$ cat config.mk
export PLATFORM = sky130hd
export DESIGN_NAME = rlwe_dmem_arb
export DESIGN_NICKNAME = d
export VERILOG_FILES = /design/src/rtl/rlwe_arb_pkg.sv /design/src/rtl/scr1_memif_pkg.sv /design/src/rtl/rlwe_dmem_arb.sv
export SDC_FILE = /design/constraint.sdc
export NUM_CORES = 1
export LEC_CHECK = 0
export BUFFER_PORTS_ARGS = -buffer_cell sky130_fd_sc_hd__buf_2
export CAP_MARGIN = 25
export CORE_AREA = 2 2 347 349
export DETAILED_ROUTE_END_ITERATION = 10
export DIE_AREA = 0 0 349 351
export SLEW_MARGIN = 20
export SYNTH_ARGS = -nofsm -noshare
export SYNTH_HDL_FRONTEND = slang
export SYNTH_SLANG_ARGS = --single-unit
$ cat constraint.sdc
create_clock -name clk -period 2.2 [get_ports clk]
set_input_delay 0.33 -clock clk [delete_from_list [all_inputs] [get_ports clk]]
set_output_delay 0.33 -clock clk [all_outputs]
set_load 0.1 [all_outputs]
$ cat src/rtl/rlwe_arb_pkg.sv
// -----------------------------------------------------------------------------
// rlwe_arb_pkg
// Types and constants for the two-port DMEM arbiter: FSM state encoding,
// port identifier and the default response timeout.
// -----------------------------------------------------------------------------
package rlwe_arb_pkg;

    typedef enum logic [1:0] {
        ARB_IDLE  = 2'b00,
        ARB_BUSY  = 2'b01,
        ARB_DRAIN = 2'b10
    } type_rlwe_arb_fsm_e;

    typedef enum logic {
        ARB_PORT0 = 1'b0,
        ARB_PORT1 = 1'b1
    } type_rlwe_arb_port_e;

    localparam int unsigned RLWE_ARB_TIMEOUT_DEFAULT = 255;

endpackage

$ cat src/rtl/scr1_memif_pkg.sv
// -----------------------------------------------------------------------------
// scr1_memif_pkg
// Memory-interface types shared by the core LSU, the RLWE vector engine and
// the data memory: command, access width, response code and the vector data
// word carried on the data buses. Also provides the DMEM address width macro.
// -----------------------------------------------------------------------------
`ifndef SCR1_DMEM_AWIDTH
`define SCR1_DMEM_AWIDTH 32
`endif

package scr1_memif_pkg;

    typedef enum logic {
        SCR1_MEM_CMD_RD = 1'b0,
        SCR1_MEM_CMD_WR = 1'b1
    } type_scr1_mem_cmd_e;

    typedef enum logic [1:0] {
        SCR1_MEM_WIDTH_BYTE  = 2'b00,
        SCR1_MEM_WIDTH_HWORD = 2'b01,
        SCR1_MEM_WIDTH_WORD  = 2'b10,
        SCR1_MEM_WIDTH_ERROR = 2'b11
    } type_scr1_mem_width_e;

    typedef enum logic [1:0] {
        SCR1_MEM_RESP_NOTRDY = 2'b00,
        SCR1_MEM_RESP_RDY_OK = 2'b01,
        SCR1_MEM_RESP_RDY_ER = 2'b10
    } type_scr1_mem_resp_e;

    // Vector data word: four 32-bit lanes, lane 0 in the low bits.
    localparam int unsigned SCR1_VEC_LANES = 4;
    typedef logic [SCR1_VEC_LANES-1:0][31:0] type_vector;

endpackage

$ cat src/rtl/rlwe_dmem_arb.sv
// -----------------------------------------------------------------------------
// rlwe_dmem_arb
// Round-robin arbiter sharing one DMEM port between the core LSU (port 0) and
// the RLWE vector engine (port 1). At most one transaction is outstanding.
// A response that does not arrive within TIMEOUT_CYCLES is answered locally
// with RDY_ER and the late memory response is swallowed in DRAIN.
//
// Ports
//   clk, rst_n                  clock, async active-low reset
//   p0_* / p1_*  (req side)     requester command, width, address, write data
//   p0_* / p1_*  (resp side)    req_ack, rdata, resp back to each requester
//   mem_*                       shared DMEM request / handshake / response
//   arb_busy_o                  high whenever the FSM is not IDLE
// -----------------------------------------------------------------------------
`ifndef SCR1_DMEM_AWIDTH
`define SCR1_DMEM_AWIDTH 32
`endif

module rlwe_dmem_arb
    import scr1_memif_pkg::*;
    import rlwe_arb_pkg::*;
#(
    parameter int unsigned TIMEOUT_CYCLES = RLWE_ARB_TIMEOUT_DEFAULT
) (
    input  logic                          clk,
    input  logic                          rst_n,
    input  logic                          p0_req_i,
    input  type_scr1_mem_cmd_e            p0_cmd_i,
    input  type_scr1_mem_width_e          p0_width_i,
    input  logic [`SCR1_DMEM_AWIDTH-1:0]  p0_addr_i,
    input  type_vector                    p0_wdata_i,
    output logic                          p0_req_ack_o,
    output type_vector                    p0_rdata_o,
    output type_scr1_mem_resp_e           p0_resp_o,
    input  logic                          p1_req_i,
    input  type_scr1_mem_cmd_e            p1_cmd_i,
    input  type_scr1_mem_width_e          p1_width_i,
    input  logic [`SCR1_DMEM_AWIDTH-1:0]  p1_addr_i,
    input  type_vector                    p1_wdata_i,
    output logic                          p1_req_ack_o,
    output type_vector                    p1_rdata_o,
    output type_scr1_mem_resp_e           p1_resp_o,
    output logic                          mem_req_o,
    output type_scr1_mem_cmd_e            mem_cmd_o,
    output type_scr1_mem_width_e          mem_width_o,
    output logic [`SCR1_DMEM_AWIDTH-1:0]  mem_addr_o,
    output type_vector                    mem_wdata_o,
    input  logic                          mem_req_ack_i,
    input  type_vector                    mem_rdata_i,
    input  type_scr1_mem_resp_e           mem_resp_i,
    output logic                          arb_busy_o
);

    localparam logic [7:0] TIMEOUT_VAL  = 8'(TIMEOUT_CYCLES);
    localparam logic [7:0] TIMEOUT_LAST = 8'(TIMEOUT_CYCLES - 32'd1);

    type_rlwe_arb_fsm_e   state_q;
    type_rlwe_arb_port_e  last_grant_q;
    type_rlwe_arb_port_e  owner_q;
    logic [7:0]           timer_q;

    type_rlwe_arb_port_e  grant_s;
    logic                 sel_req_s;
    logic                 resp_valid_s;
    logic                 timeout_s;
    type_scr1_mem_resp_e  owner_resp_s;
    type_vector           owner_rdata_s;

    // Grant selection: a lone requester wins, contention goes to the port that did not win last.
    always_comb begin
        grant_s = ARB_PORT0;
        if (p0_req_i && p1_req_i) begin
            grant_s = (last_grant_q == ARB_PORT0) ? ARB_PORT1 : ARB_PORT0;
        end else if (p1_req_i) begin
            grant_s = ARB_PORT1;
        end else begin
            grant_s = ARB_PORT0;
        end
    end

    assign sel_req_s    = (grant_s == ARB_PORT1) ? p1_req_i : p0_req_i;
    assign resp_valid_s = (mem_resp_i == SCR1_MEM_RESP_RDY_OK) ||
                          (mem_resp_i == SCR1_MEM_RESP_RDY_ER);
    // A real response in the deadline cycle takes precedence over the timeout.
    assign timeout_s    = (state_q == ARB_BUSY) && !resp_valid_s && (timer_q == TIMEOUT_LAST);
    assign arb_busy_o   = (state_q != ARB_IDLE);

    // Response seen by the owner: pass-through, or a local error on timeout.
    always_comb begin
        owner_resp_s  = mem_resp_i;
        owner_rdata_s = mem_rdata_i;
        if (timeout_s) begin
            owner_resp_s  = SCR1_MEM_RESP_RDY_ER;
            owner_rdata_s = '0;
        end else begin
            owner_resp_s  = mem_resp_i;
            owner_rdata_s = mem_rdata_i;
        end
    end

    // Output steering for the shared request and both requester responses.
    always_comb begin
        mem_req_o    = 1'b0;
        mem_cmd_o    = p0_cmd_i;
        mem_width_o  = p0_width_i;
        mem_addr_o   = p0_addr_i;
        mem_wdata_o  = p0_wdata_i;
        p0_req_ack_o = 1'b0;
        p1_req_ack_o = 1'b0;
        p0_resp_o    = SCR1_MEM_RESP_NOTRDY;
        p1_resp_o    = SCR1_MEM_RESP_NOTRDY;
        p0_rdata_o   = '0;
        p1_rdata_o   = '0;
        if (grant_s == ARB_PORT1) begin
            mem_cmd_o   = p1_cmd_i;
            mem_width_o = p1_width_i;
            mem_addr_o  = p1_addr_i;
            mem_wdata_o = p1_wdata_i;
        end else begin
            mem_cmd_o   = p0_cmd_i;
            mem_width_o = p0_width_i;
            mem_addr_o  = p0_addr_i;
            mem_wdata_o = p0_wdata_i;
        end
        case (state_q)
            ARB_IDLE: begin
                // Handshake outputs are held low while reset is asserted.
                if (rst_n) begin
                    mem_req_o    = sel_req_s;
                    p0_req_ack_o = mem_req_ack_i && (grant_s == ARB_PORT0);
                    p1_req_ack_o = mem_req_ack_i && (grant_s == ARB_PORT1);
                end else begin
                    mem_req_o    = 1'b0;
                    p0_req_ack_o = 1'b0;
                    p1_req_ack_o = 1'b0;
                end
            end
            ARB_BUSY: begin
                if (owner_q == ARB_PORT1) begin
                    p1_resp_o  = owner_resp_s;
                    p1_rdata_o = owner_rdata_s;
                end else begin
                    p0_resp_o  = owner_resp_s;
                    p0_rdata_o = owner_rdata_s;
                end
            end
            ARB_DRAIN: begin
                mem_req_o = 1'b0;
            end
            default: begin
                mem_req_o = 1'b0;
            end
        endcase
    end

    // Arbiter FSM with ownership, round-robin history and response timer.
    always_ff @(posedge clk or negedge rst_n) begin
        if (!rst_n) begin
            state_q      <= ARB_IDLE;
            last_grant_q <= ARB_PORT1;
            owner_q      <= ARB_PORT0;
            timer_q      <= 8'd0;
        end else begin
            case (state_q)
                ARB_IDLE: begin
                    if (sel_req_s && mem_req_ack_i) begin
                        state_q      <= ARB_BUSY;
                        owner_q      <= grant_s;
                        last_grant_q <= grant_s;
                        timer_q      <= 8'd0;
                    end
                end
                ARB_BUSY: begin
                    if (resp_valid_s) begin
                        state_q <= ARB_IDLE;
                    end else if (timeout_s) begin
                        state_q <= ARB_DRAIN;
                    end else if (timer_q != TIMEOUT_VAL) begin
                        timer_q <= timer_q + 8'd1;
                    end
                end
                ARB_DRAIN: begin
                    // Only the late response releases DRAIN.
                    if (resp_valid_s) begin
                        state_q <= ARB_IDLE;
                    end
                end
                default: begin
                    state_q <= ARB_IDLE;
                end
            endcase
        end
    end

endmodule

### Word-level counts from Yosys, hierarchy flattened

Cells that the tools add are included.
W data, S select, Z words.

* RAM bits: 0
* output and inout bits: 427
* latch bits: 0
* input port bits: 461
* memories: 0
* ROM bits: 0
* word-level logic and storage cells: 66
* register bits after elaboration: 12

* add/sub/neg operators: 1
* magnitude comparators: 0
* reduce and logical (&&, ||, !) cells: 14
* muxes and demuxes: 34
* multiply operators: 0
* equality and inequality tests: 12
* divide/modulo/power cells: 0
* bitwise logic cells: 1
* shifts and indexed selects: 0

Operators by type and width (number)
* $mux W128: 6
* $mux W32: 1
* $mux W8: 4
* $mux W2: 10
* $pmux W8 S2: 1
* $mux W1: 11
* $add A8 B1 Y8 const B: 1
* $eq A8 B8 Y1 const B: 1
* $ne A2 B2 Y1 const B: 4
* $ne A8 B8 Y1 const B: 1
* $logic_and A1 B1 Y1: 6
* $pmux W2 S3: 1
* $reduce_and A5 Y1: 1
* $eq A2 B1 Y1 const B: 2
* $eq A2 B2 Y1 const B: 2
* $reduce_bool A2 Y1: 2
* $ne A3 B3 Y1 const B: 1
* $reduce_and A3 Y1: 1
* $logic_not A2 Y1: 1
* $ne A2 B1 Y1 const B: 1
* $reduce_and A2 Y1: 1
* $logic_not A1 Y1: 1
* $logic_or A1 B1 Y1: 1
* $not A1 Y1: 1

### Depth between registers and ports, before layout

Gate-level depths: netlist (run 1).

* depth after elaboration: 8
* depth in mapped cells: 8
* mapped depth without buffers: 7

### Least setup slack after synthesis (run 1)

OpenSTA, ideal clock, no wires.

* kind: register to output
* start: reg timer_q[0]
* end: out p0_resp_o[1]
* slack: -1.264 ns
* required time: 1.870 ns
* arrival time: 3.134 ns
* cell stages (with the launch flop): 7
* buffers on the path: 0
* cells stage by stage: dfrtp_1 inv_1 ha_1 nand3_1 and4bb_4 nor2_1 nor3_1

* cells in the longest elaborated chain, start to end: 5

Ends and longest elaborated chain
* start: declaration: line rlwe_dmem_arb.sv:60 `logic [7:0] timer_q;`
* start signal: assignment: line rlwe_dmem_arb.sv:179 `timer_q <= timer_q + 8'd1;`
* $eq A8 B8 Y1: line rlwe_dmem_arb.sv:85 `assign timeout_s = (state_q == ARB_BUSY) && !resp_valid_s && (timer_q == TIMEOUT_LAST);`
* $logic_and A1 B1 Y1: line rlwe_dmem_arb.sv:85
* $mux W2: line rlwe_dmem_arb.sv:92 `if (timeout_s) begin`
* $mux W2: line rlwe_dmem_arb.sv:139 `if (owner_q == ARB_PORT1) begin`
* $mux W2: line rlwe_dmem_arb.sv:125 `case (state_q)`
* end: declaration: line rlwe_dmem_arb.sv:34 `output type_scr1_mem_resp_e p0_resp_o,`

Every way passes these cells.

==> metrics.yaml, run 1 <==
run_status:
  status: "finished with violations"
  violations: "negative setup slack"
detailed_routing:
  wl_per_cell_um: 30.3
  ant_nets: 0
  first_iter_violations: 479
  drtPass1Iterations: 5
  viasPerCell: 2.91
  num_vias: 8881
  routed_wl_um: 92300
  route.detailed.drc: 0
placed_design:
  place.gp.congestion: 0.960
  port_buffers: 887
  dp_hpwl_um: 84500
  placed_area_um2: 16900
sta:
  skew_ns: 0.00428
  finalCritPeriodShare_pct: 113
  slew-limit-headroom_pct: 62.1
  tightestPinTransition_ns: 0.573
  setup_tns_ns: -74.16
  setup_viol_count_final: 416
  finalHoldViolCount: 0
  period_minus_slack_ns: 2.49
  worst_slack_ns: -0.294
  rsz0062_at_grt: "yes"
  report.final.slew_viol_count: 0
  max_freq_mhz: 401
worst_setup_path:
  cp.required_ns: 1.87
  arrival_ns: 2.16
  worstPathCellList: "inv_2 -> ha_4 -> nand3_2 -> and4bb_4 -> buf_6 -> nor3_4 -> buf_12 -> buf_16 -> and2_4 -> buf_12"
  max_stage_delay_ns: 0.36
  cpMostUsedCell: "buf_12"
  startpoint: "timer_q[0]"
  critPathSlowestCell: "dfrtp_1"
  cp-start-kind: "flip-flop"
  cp-end-kind: "primary output"
  cp_top_family: "buffers and inverters"
  cp_num_buf_inv: 5
  r2r-start: "timer_q[1]"
  path_class: "reg -> out"
  critPathMaxFanout: 30
die:
  start_util_pct: 3.65
  dieArea_um2: 122000
  fp-row-count: 127
  fp.dieW_um: 349
  core_um2: 119000
  fp.dieH_um: 351
  pin_count: 888
synthesis:
  synth.top_cell.area_share_pct: 42.3
  yosysWarnings: 0
  synth_edf_count: 0
  synth_nets: 1012
  synth_top_area_cell: "mux2_2"
  yosysUniqueCellTypes: 32
  async_flop_share_pct: 100
  ys_ff_latch: 12
  synth.avg_cell_area_um2: 7.91
  synth_ff_type: "dfrtp_1"
  synth_area_um2: 4340
  postSynthCellCount: 549
  netlist_top_cells_area: "mux2_2 42%, and2_1 37%, dfrtp_1 6.3%, clkbuf_1 3.4%, buf_2 0.92%"
  seq_area_frac_synth_pct: 6.94
power:
  power_leakage_nw: 8.13
  max-vdd-ir-drop_mv: 0.733
  p_per_area_nw_per_um2: 914
hold_path:
  hp-class: "in -> async"
finish:
  fin_nets: 1955
  multi_input_area_um2: 4580
  nFillCells: 13300
  regArea_um2: 302
  syn_to_final_growth_pct: 325
  drive_gt1_share_pct: 95.7
  final_util_pct: 15.5
  stdcell_area_um2: 18500
clock_tree:
  clock_path_buffers: 2
  clock_latency_ns: 0.24
  cts_tree: "built"
  cts.reportedPaths.clkPinSlew_ns: 0.04
  clock_sinks: 12
  cts-root-buf: "clkbuf_16"
  h-tree-depth: 1
  cts_inserted_buffers: 3
global_routing:
  grt_overflow: 0
  grt_antenna_before_repair: 88
  grt_max_degree: 33
  grt_util_all_layers_pct: 13.9
  grt_pass1_vias: 8031
  grt_pass1_wl_um: 106000
run:
  max-cap-violations: 0
-- cell usage after synthesis, types with 2 or more instances --
cell type  instances
dfrtp_1           11
nor3_1             2
nand4_1            3
nand3_1            3
inv_1              4
o21ai_0            6
clkbuf_1          39
mux2_2           163
a21oi_1            6
nor2_1             7
and2_1           259
or4_1              3
ha_1               2
o31ai_1            3
buf_2              8
o21a_1             2
nand2_1           10
or3_1              3
o211ai_1           2
-- metrics by stage --
step	worst slack, ns	std cells	hold WS [ns]	power (mW)
2_1_floorplan	-0.0344	549	0.0344	9.67
3_3_place_gp	-0.110	2989	0.264	15.6
3_5_place_dp	-0.164	2989	0.262	15.6
4_1_cts	-0.312	3018	0.00770	16.7
5_1_grt	-0.342	3040	0.0324	17.3
6_report	-0.294	3048	0.0195	16.9
-- metal layers --
| layer | wire [um] | GRT usage (%) | share of wire (%) |
|---|---|---|---|
| met5 | 214 | 0 | 0.23 |
| met4 | 990 | 0.475 | 1.1 |
| met3 | 11500 | 7.09 | 12 |
| met2 | 45300 | 24.2 | 49 |
| met1 | 34300 | 15.9 | 37 |
-- cells in the final DEF (no fill, tap or decap), types with 6 or more instances in the layout --
cell type and instances:
buf_2 471, buf_12 367, and2_4 241, mux2_2 156
buf_4 63, buf_6 48, and2_2 17, buf_16 13
clkbuf_16 12, buf_8 12, dfrtp_1 11, diode_2 9
nand2_1 9, mux2_4 7, o21ai_0 6, a21oi_1 6
-- layout make-up --
type,instances,area share [%]
multi-input cells,486,24.8
flip-flops and latches,12,1.63
well taps,1548,10.5
diodes,9,0.122
repair buffers,985,62.4
clock buffers,4,0.427
inverters,4,0.0814
-- path summary, 6_finish.rpt --
check / to / slack (ns) / cells past startpoint
max: p0_rdata_o[99] / -0.29 / 10
min: timer_q[0] / 0.02 / 1
max reg2reg: timer_q[5] / -0.14 / 9
min reg2reg: timer_q[7] / 0.59 / 2
max in group asynchronous: last_grant_q / 1.86 / 1
min in group clk: last_grant_q / 0.47 / 3
-- logic make-up (layout without fill, tap and decap cells) --
family,count (synthesis),after routing,share of synthesized area (%)
and+or+nand+nor,295,295,41.7
muxes,163,163,42.3
buffers and inverters,51,993,4.64
AOI/OAI and AO/OA,25,25,3.69
DFF,12,12,6.94
adders and majority gates,2,2,0.576
xor gates and xnor gates,1,1,0.202
other,0,9,0
-- power breakdown --
part	switching [mW]	internal, mW
registers	0.0460	0.265
logic	10.5	5.73
clock network	0.0955	0.244
-- worst register-to-register path, cell delays in order, from the launching register on --
cell and delay (ns):
dfrtp_1 0.40, buf_4 0.15, buf_4 0.14, ha_1 0.19, nand3_1 0.12, o21ai_1 0.07, a2111o_1 0.47, buf_4 0.21
or3_1 0.36, a21oi_1 0.16
-- flip-flops by register name, indices dropped and copies added, names as in the netlist --
signal / flops
last_grant_q: 1
owner_q: 1
state_q: 2
timer_q: 8
-- repair_timing --
item,4_1_cts,5_1_grt
resized for setup,158,76
pin swaps,19,45
setup endpoints to repair,424,427
gates cloned,8,9
buffers inserted,17,15
hold buffers,0,0
Note: power is estimated with default switching activity, not from simulation.
==> inputs of run 2 (changes only) <==
--- a/config.mk
+++ b/config.mk
@@ -10,6 +10,7 @@
 export CORE_AREA = 2 2 347 349
 export DETAILED_ROUTE_END_ITERATION = 10
 export DIE_AREA = 0 0 349 351
+export RECOVER_POWER = 25
 export SLEW_MARGIN = 20
 export SYNTH_ARGS = -nofsm -noshare
 export SYNTH_HDL_FRONTEND = slang
==> metrics.yaml, run 2 (same netlist as run 1, synthesis figures left out) <==
run_status:
  status: "finished with violations"
  violations: "negative setup slack"
global_routing:
  grt_overflow: 0  # unchanged
  grt_max_degree: 33  # unchanged
  grt_util_all_layers_pct: 13.9  # unchanged
  grt_pass1_vias: 8031  # unchanged
  grt_pass1_wl_um: 106000  # unchanged
  grt_antenna_before_repair: 88  # unchanged
worst_setup_path:
  rr_endpoint: "timer_q[5]"
  cp-end-kind: "primary output"
  path_class: "reg -> out"
  endpoint: "p0_rdata_o[99]"
  arrival_ns: 2.16  # about the same
  startpoint: "timer_q[0]"
  r2r_slack_ns: -0.14  # about the same
  cp-start-kind: "flip-flop"
  r2r-start: "timer_q[1]"
  critPathMaxFanout: 30  # unchanged
  cp.required_ns: 1.87  # about the same
  worstRegToRegCells: 9  # unchanged
sta:
  finalHoldViolCount: 0  # unchanged
  worst_slack_ns: -0.294  # unchanged
  tightestPinTransition_ns: 0.971  # +0.398 ns
  finalCritPeriodShare_pct: 113  # unchanged
  max_freq_mhz: 401  # unchanged
  report.final.slew_viol_count: 0  # unchanged
  rsz0062_at_grt: "yes"
  setup_viol_count_final: 416  # unchanged
  whs_ns: 0.229  # +0.210 ns
  slew-limit-headroom_pct: 35.2  # -27 points
  period_minus_slack_ns: 2.49  # unchanged
  skew_ns: 0.00428  # unchanged
finish:
  final_common_cell: "buf_2"
  multi_input_area_um2: 4580  # unchanged
  most-common-layout-cells: "470 x buf_2, 367 x buf_12, 241 x and2_4"
  largest_register_ffs: 8  # unchanged
  nFillCells: 13300  # unchanged
  reg_top3: "timer_q: 8 flops, state_q: 2 flops"
  syn_to_final_growth_pct: 325  # about the same
  fin_nets: 1955  # unchanged
  drive_gt1_share_pct: 95.6  # about the same
  regArea_um2: 302  # unchanged
  top_register: "timer_q"
detailed_routing:
  routed_wl_um: 92300  # about the same
  first_iter_violations: 479  # unchanged
  viasPerCell: 2.91  # unchanged
  top_layer_used: "met5"
  route.detailed.drc: 0  # unchanged
  dr_wl_met2_um: 45300  # unchanged
  met1Wirelength_um: 34300  # about the same
  wl_met3_um: 11500  # unchanged
  wl_per_cell_um: 30.3  # about the same
  drtPass1Iterations: 5  # unchanged
  num_vias: 8881  # unchanged
  ant_nets: 0  # unchanged
placed_design:
  dp_slack_ns: -0.164  # unchanged
  place.gp.congestion: 0.960  # unchanged
  dp_hpwl_um: 84500  # unchanged
  port_buffers: 887  # unchanged
clock_tree:
  cts_hold_buf: 0  # unchanged
  clock_path_buffers: 2  # unchanged
  cts.reportedPaths.clkPinSlew_ns: 0.04  # about the same
  cts_inserted_buffers: 3  # unchanged
  clock_sinks: 12  # unchanged
  cts-root-buf: "clkbuf_16"
  h-tree-depth: 1  # unchanged
  clock_latency_ns: 0.24  # about the same
  cts_tree: "built"
die:
  fp.dieH_um: 351  # unchanged
  dieArea_um2: 122000  # unchanged
  core_um2: 119000  # unchanged
  fp.dieW_um: 349  # unchanged
  pin_count: 888  # unchanged
  fp-row-count: 127  # unchanged
  start_util_pct: 3.65  # unchanged
power:
  p_per_area_nw_per_um2: 914  # about the same
  power_leakage_nw: 8.12  # about the same
  max-vdd-ir-drop_mv: 0.733  # unchanged
run:
  max-cap-violations: 0  # unchanged
hold_path:
  hp-class: "in -> async"
run 2: cell count changes in the layout (fill, tap and decap cells not counted), sizes merged:
cell | before | now
buf | 974 | 973
clkbuf | 14 | 15
run 2: final cells by class:
class                           instances  area share, %
Antenna cell                            9          0.122
Timing Repair Buffer                  985           62.4
Sequential cell                        12           1.63
Tap cell                             1548           10.5
Clock buffer                            4          0.427
Multi-Input combinational cell        486           24.8
Inverter                                4         0.0814
run 2: worst min-delay path by stage:
stage           from    endpoint  slack, ns  cells after the start
6_report       rst_n  timer_q[2]       0.23                      1
5_1_grt        rst_n  timer_q[6]       0.26                      1
4_1_cts        rst_n  timer_q[5]      0.008                      1
3_5_place_dp   rst_n  timer_q[6]       0.26                      1
3_3_place_gp   rst_n  timer_q[6]       0.26                      1
2_1_floorplan  rst_n     owner_q       0.03                      0
run 2: layer usage:
metal | vias up | track usage (%)
li1 | 3742 | -
met1 | 4220 | 15.9
met2 | 722 | 24.2
met3 | 167 | 7.09
met4 | 30 | 0.475
met5 | - | 0
run 2: through the flow:
step                instances  total power, mW  instance area (um2)  TNS [ns]  util (%)
CTS                      3018             16.7                17900    -81.91      15.0
finish                   3048             16.9                18500    -74.20      15.5
global route             3040             17.3                18400    -95.28      15.5
detailed placement       2989             15.6                16900    -29.44      14.2
floorplan                 549             9.67                 5010   -0.0344         -
global placement         2989             15.6                16900    -14.61      14.2
run 2: critical path, stage by stage (launching register included):
cell	delay, ns
dfrtp_1	0.36
inv_2	0.06
ha_4	0.15
nand3_2	0.07
and4bb_4	0.21
buf_6	0.12
nor3_4	0.15
buf_12	0.19
buf_16	0.19
and2_4	0.19
buf_12	0.17
run 2: where the power goes:
| group | internal (mW) | total (mW) | switching, mW |
|---|---|---|---|
| combinational | 5.73 | 16.2 | 10.5 |
| clock | 0.244 | 0.339 | 0.0955 |
| sequential | 0.265 | 0.311 | 0.0460 |
| total | 6.24 | 16.9 | 10.6 |
run 2: timing repair:
item,4_1_cts,5_1_grt
buffers inserted,17,15
gates cloned,8,9
pin swaps,19,45
gates resized for setup,158,76
setup endpoints to repair,424,427
==> inputs of run 3 (changes only) <==
==> constraint.sdc (replaced) <==
create_clock -name clk -period 2.2 [get_ports clk]
set_input_delay 0.22 -clock clk [delete_from_list [all_inputs] [get_ports clk]]
set_output_delay 0.22 -clock clk [all_outputs]
set_load 0.1 [all_outputs]
==> metrics.yaml, run 3 (same netlist as run 1, synthesis figures left out) <==
sta:
  setup_tns_ns: -33.43  # +40.77 ns
  skew_ns: 0.00239  # -0.00189 ns
  worst_slack_ns: -0.191  # +0.104 ns
  slew-limit-headroom_pct: 58.7  # +23 points
  whs_ns: 0.257  # +0.0282 ns
  setup_viol_count_final: 294  # -29%
  finalCritPeriodShare_pct: 109  # -4.7 points
  max_freq_mhz: 418  # +4.3%
  rsz0062_at_grt: "yes"
  period_minus_slack_ns: 2.39  # -0.104 ns
  tightestPinTransition_ns: 0.623  # -0.348 ns
  finalHoldViolCount: 0  # unchanged
  report.final.slew_viol_count: 0  # unchanged
finish:
  final_common_cell: "buf_2"
  drive_gt1_share_pct: 95.7  # about the same
  nFillCells: 13400  # +0.59%
  multi_input_area_um2: 4470  # -2.3%
  instances_no_fill: 3013  # -1.1%
  fin_nets: 1918  # -1.9%
  regArea_um2: 305  # +1.2%
  top_register: "timer_q"
  final_util_pct: 14.6  # -0.90 points
  largest_register_ffs: 8  # unchanged
  reg_top3: "timer_q: 8 flops, state_q: 2 flops"
  most-common-layout-cells: "533 x buf_2, 367 x buf_12, 183 x and2_4"
  syn_to_final_growth_pct: 300
global_routing:
  grt_overflow: 0  # unchanged
  grt_util_all_layers_pct: 13.6  # -0.33 points
  grt_pass1_wl_um: 104000  # -1.9%
  grt_antenna_before_repair: 64  # -27%
  grt_max_degree: 65  # +97%
  grt_pass1_vias: 8079  # +0.60%
power:
  p_per_area_nw_per_um2: 935  # +2.3%
  power_leakage_nw: 7.61  # -6.3%
  max-vdd-ir-drop_mv: 0.526  # -28%
  total_power_mw: 16.3  # -3.6%
detailed_routing:
  wl_per_cell_um: 29.4  # -2.8%
  num_vias: 8444  # -4.9%
  first_iter_violations: 503  # +5.0%
  route.detailed.drc: 0  # unchanged
  ant_nets: 0  # unchanged
  routed_wl_um: 88600  # -4.0%
  viasPerCell: 2.80  # -3.8%
  drtPass1Iterations: 5  # unchanged
worst_setup_path:
  cpMostUsedCell: "buf_12"
  cp-end-kind: "primary output"
  critPathMaxFanout: 34  # +13%
  worstPathCellList: "inv_2 -> ha_4 -> nand3_2 -> and4bb_4 -> nor2_4 -> buf_12 -> buf_6 -> and2_2 -> buf_12"
  critPathSlowestCell: "dfrtp_1"
  max_stage_delay_ns: 0.40  # +0.04 ns
  cp.required_ns: 1.98  # +0.11 ns
  path_class: "reg -> out"
  cp_num_buf_inv: 4  # -1
  arrival_ns: 2.17  # about the same
  cp_top_family: "simple AND/OR/NAND/NOR gates"
  cp-start-kind: "flip-flop"
placed_design:
  dp_hpwl_um: 83300  # -1.4%
  dp.cells: 2980  # -0.30%
  place.gp.congestion: 1.00  # +4.5%
  port_buffers: 887  # unchanged
clock_tree:
  cts_tree: "built"
  cts-root-buf: "clkbuf_16"
  h-tree-depth: 1  # unchanged
  cts_inserted_buffers: 3  # unchanged
  cts.reportedPaths.clkPinSlew_ns: 0.05  # about the same
  clock_path_buffers: 2  # unchanged
  clock_latency_ns: 0.25  # about the same
  clock_sinks: 12  # unchanged
run_status:
  violations: "negative setup slack"
  status: "finished with violations"
die:
  core_um2: 119000  # unchanged
  dieArea_um2: 122000  # unchanged
  fp.dieH_um: 351  # unchanged
  fp-row-count: 127  # unchanged
  pin_count: 888  # unchanged
  start_util_pct: 3.65  # unchanged
  fp.dieW_um: 349  # unchanged
run:
  max-cap-violations: 0  # unchanged
hold_path:
  hp-class: "in -> reg"
==> run 3: changes by cell type in the layout (fill, tap and decap cells not counted), moves of 2 or more <==
cell,before,now
and2_2,17,75
and2_4,241,183
buf_16,13,5
buf_2,470,533
buf_4,63,26
buf_6,48,10
buf_8,12,4
clkbuf_16,12,3
dfrtp_1,11,8
dfrtp_2,0,3
diode_2,9,11
mux2_2,156,163
mux2_4,7,0
==> run 3: per-stage QoR <==
step | instance area [um2] | setup slack, ns
after global placement | 16800 | -0.194
after CTS | 17300 | -0.194
after floorplan | 4850 | -0.301
after detailed placement | 16800 | -0.151
after global routing | 17400 | -0.250
final | 17400 | -0.191
==> run 3: worst register-to-register path, delay by kind of cell (launching register included) <==
| kind | cells | cell delay (ns) |
|---|---|---|
| AOI/OAI and AO/OA | 2 | 0.64 |
| adders and majority gates | 1 | 0.15 |
| and+or+nand+nor | 3 | 0.69 |
| DFF | 1 | 0.37 |
| buffers and inverters | 3 | 0.38 |
==> run 3: worst paths after layout <==
path	to	cells past startpoint	slack [ns]	start
max	p1_rdata_o[69]	9	-0.19	timer_q[0]
min	last_grant_q	2	0.26	p0_req_i
max reg2reg	timer_q[6]	9	-0.10	timer_q[0]
min reg2reg	last_grant_q	2	0.55	last_grant_q
max in group asynchronous	last_grant_q	3	1.45	rst_n
min in group asynchronous	owner_q	3	0.49	rst_n
==> run 3: power by group <==
group / internal [mW] / switching (mW) / total (mW)
clock: 0.277 / 0.125 / 0.401
combinational: 5.14 / 10.4 / 15.5
sequential: 0.267 / 0.0554 / 0.322
==> run 3: final cells by class <==
cell class,instances,area share [%]
tap,1548,11.1
multi-input combinational,486,25.7
inverter,4,0.0864
antenna,11,0.158
clock buffer,4,0.511
timing repair buffer,948,60.6
sequential,12,1.76
==> run 3: timing repair <==
action / in CTS / in global routing
endpoints found under the hold margin: 11 / 0
setup endpoints to repair: 317 / 357
buffers inserted: 11 / 3
gates resized for setup: 74 / 29
cloned: 4 / 0
pin swaps: 42 / 34
hold buffers: 1 / 0
==> run 3: routing by layer <==
metal | GRT usage (%) | vias up | part of all wire [%]
met3 | 9.65 | 125 | 16
met2 | 22.8 | 652 | 47
li1 | - | 3659 | -
met1 | 14.3 | 3970 | 35
met5 | 0 | - | 0.25
met4 | 0.818 | 38 | 1.3
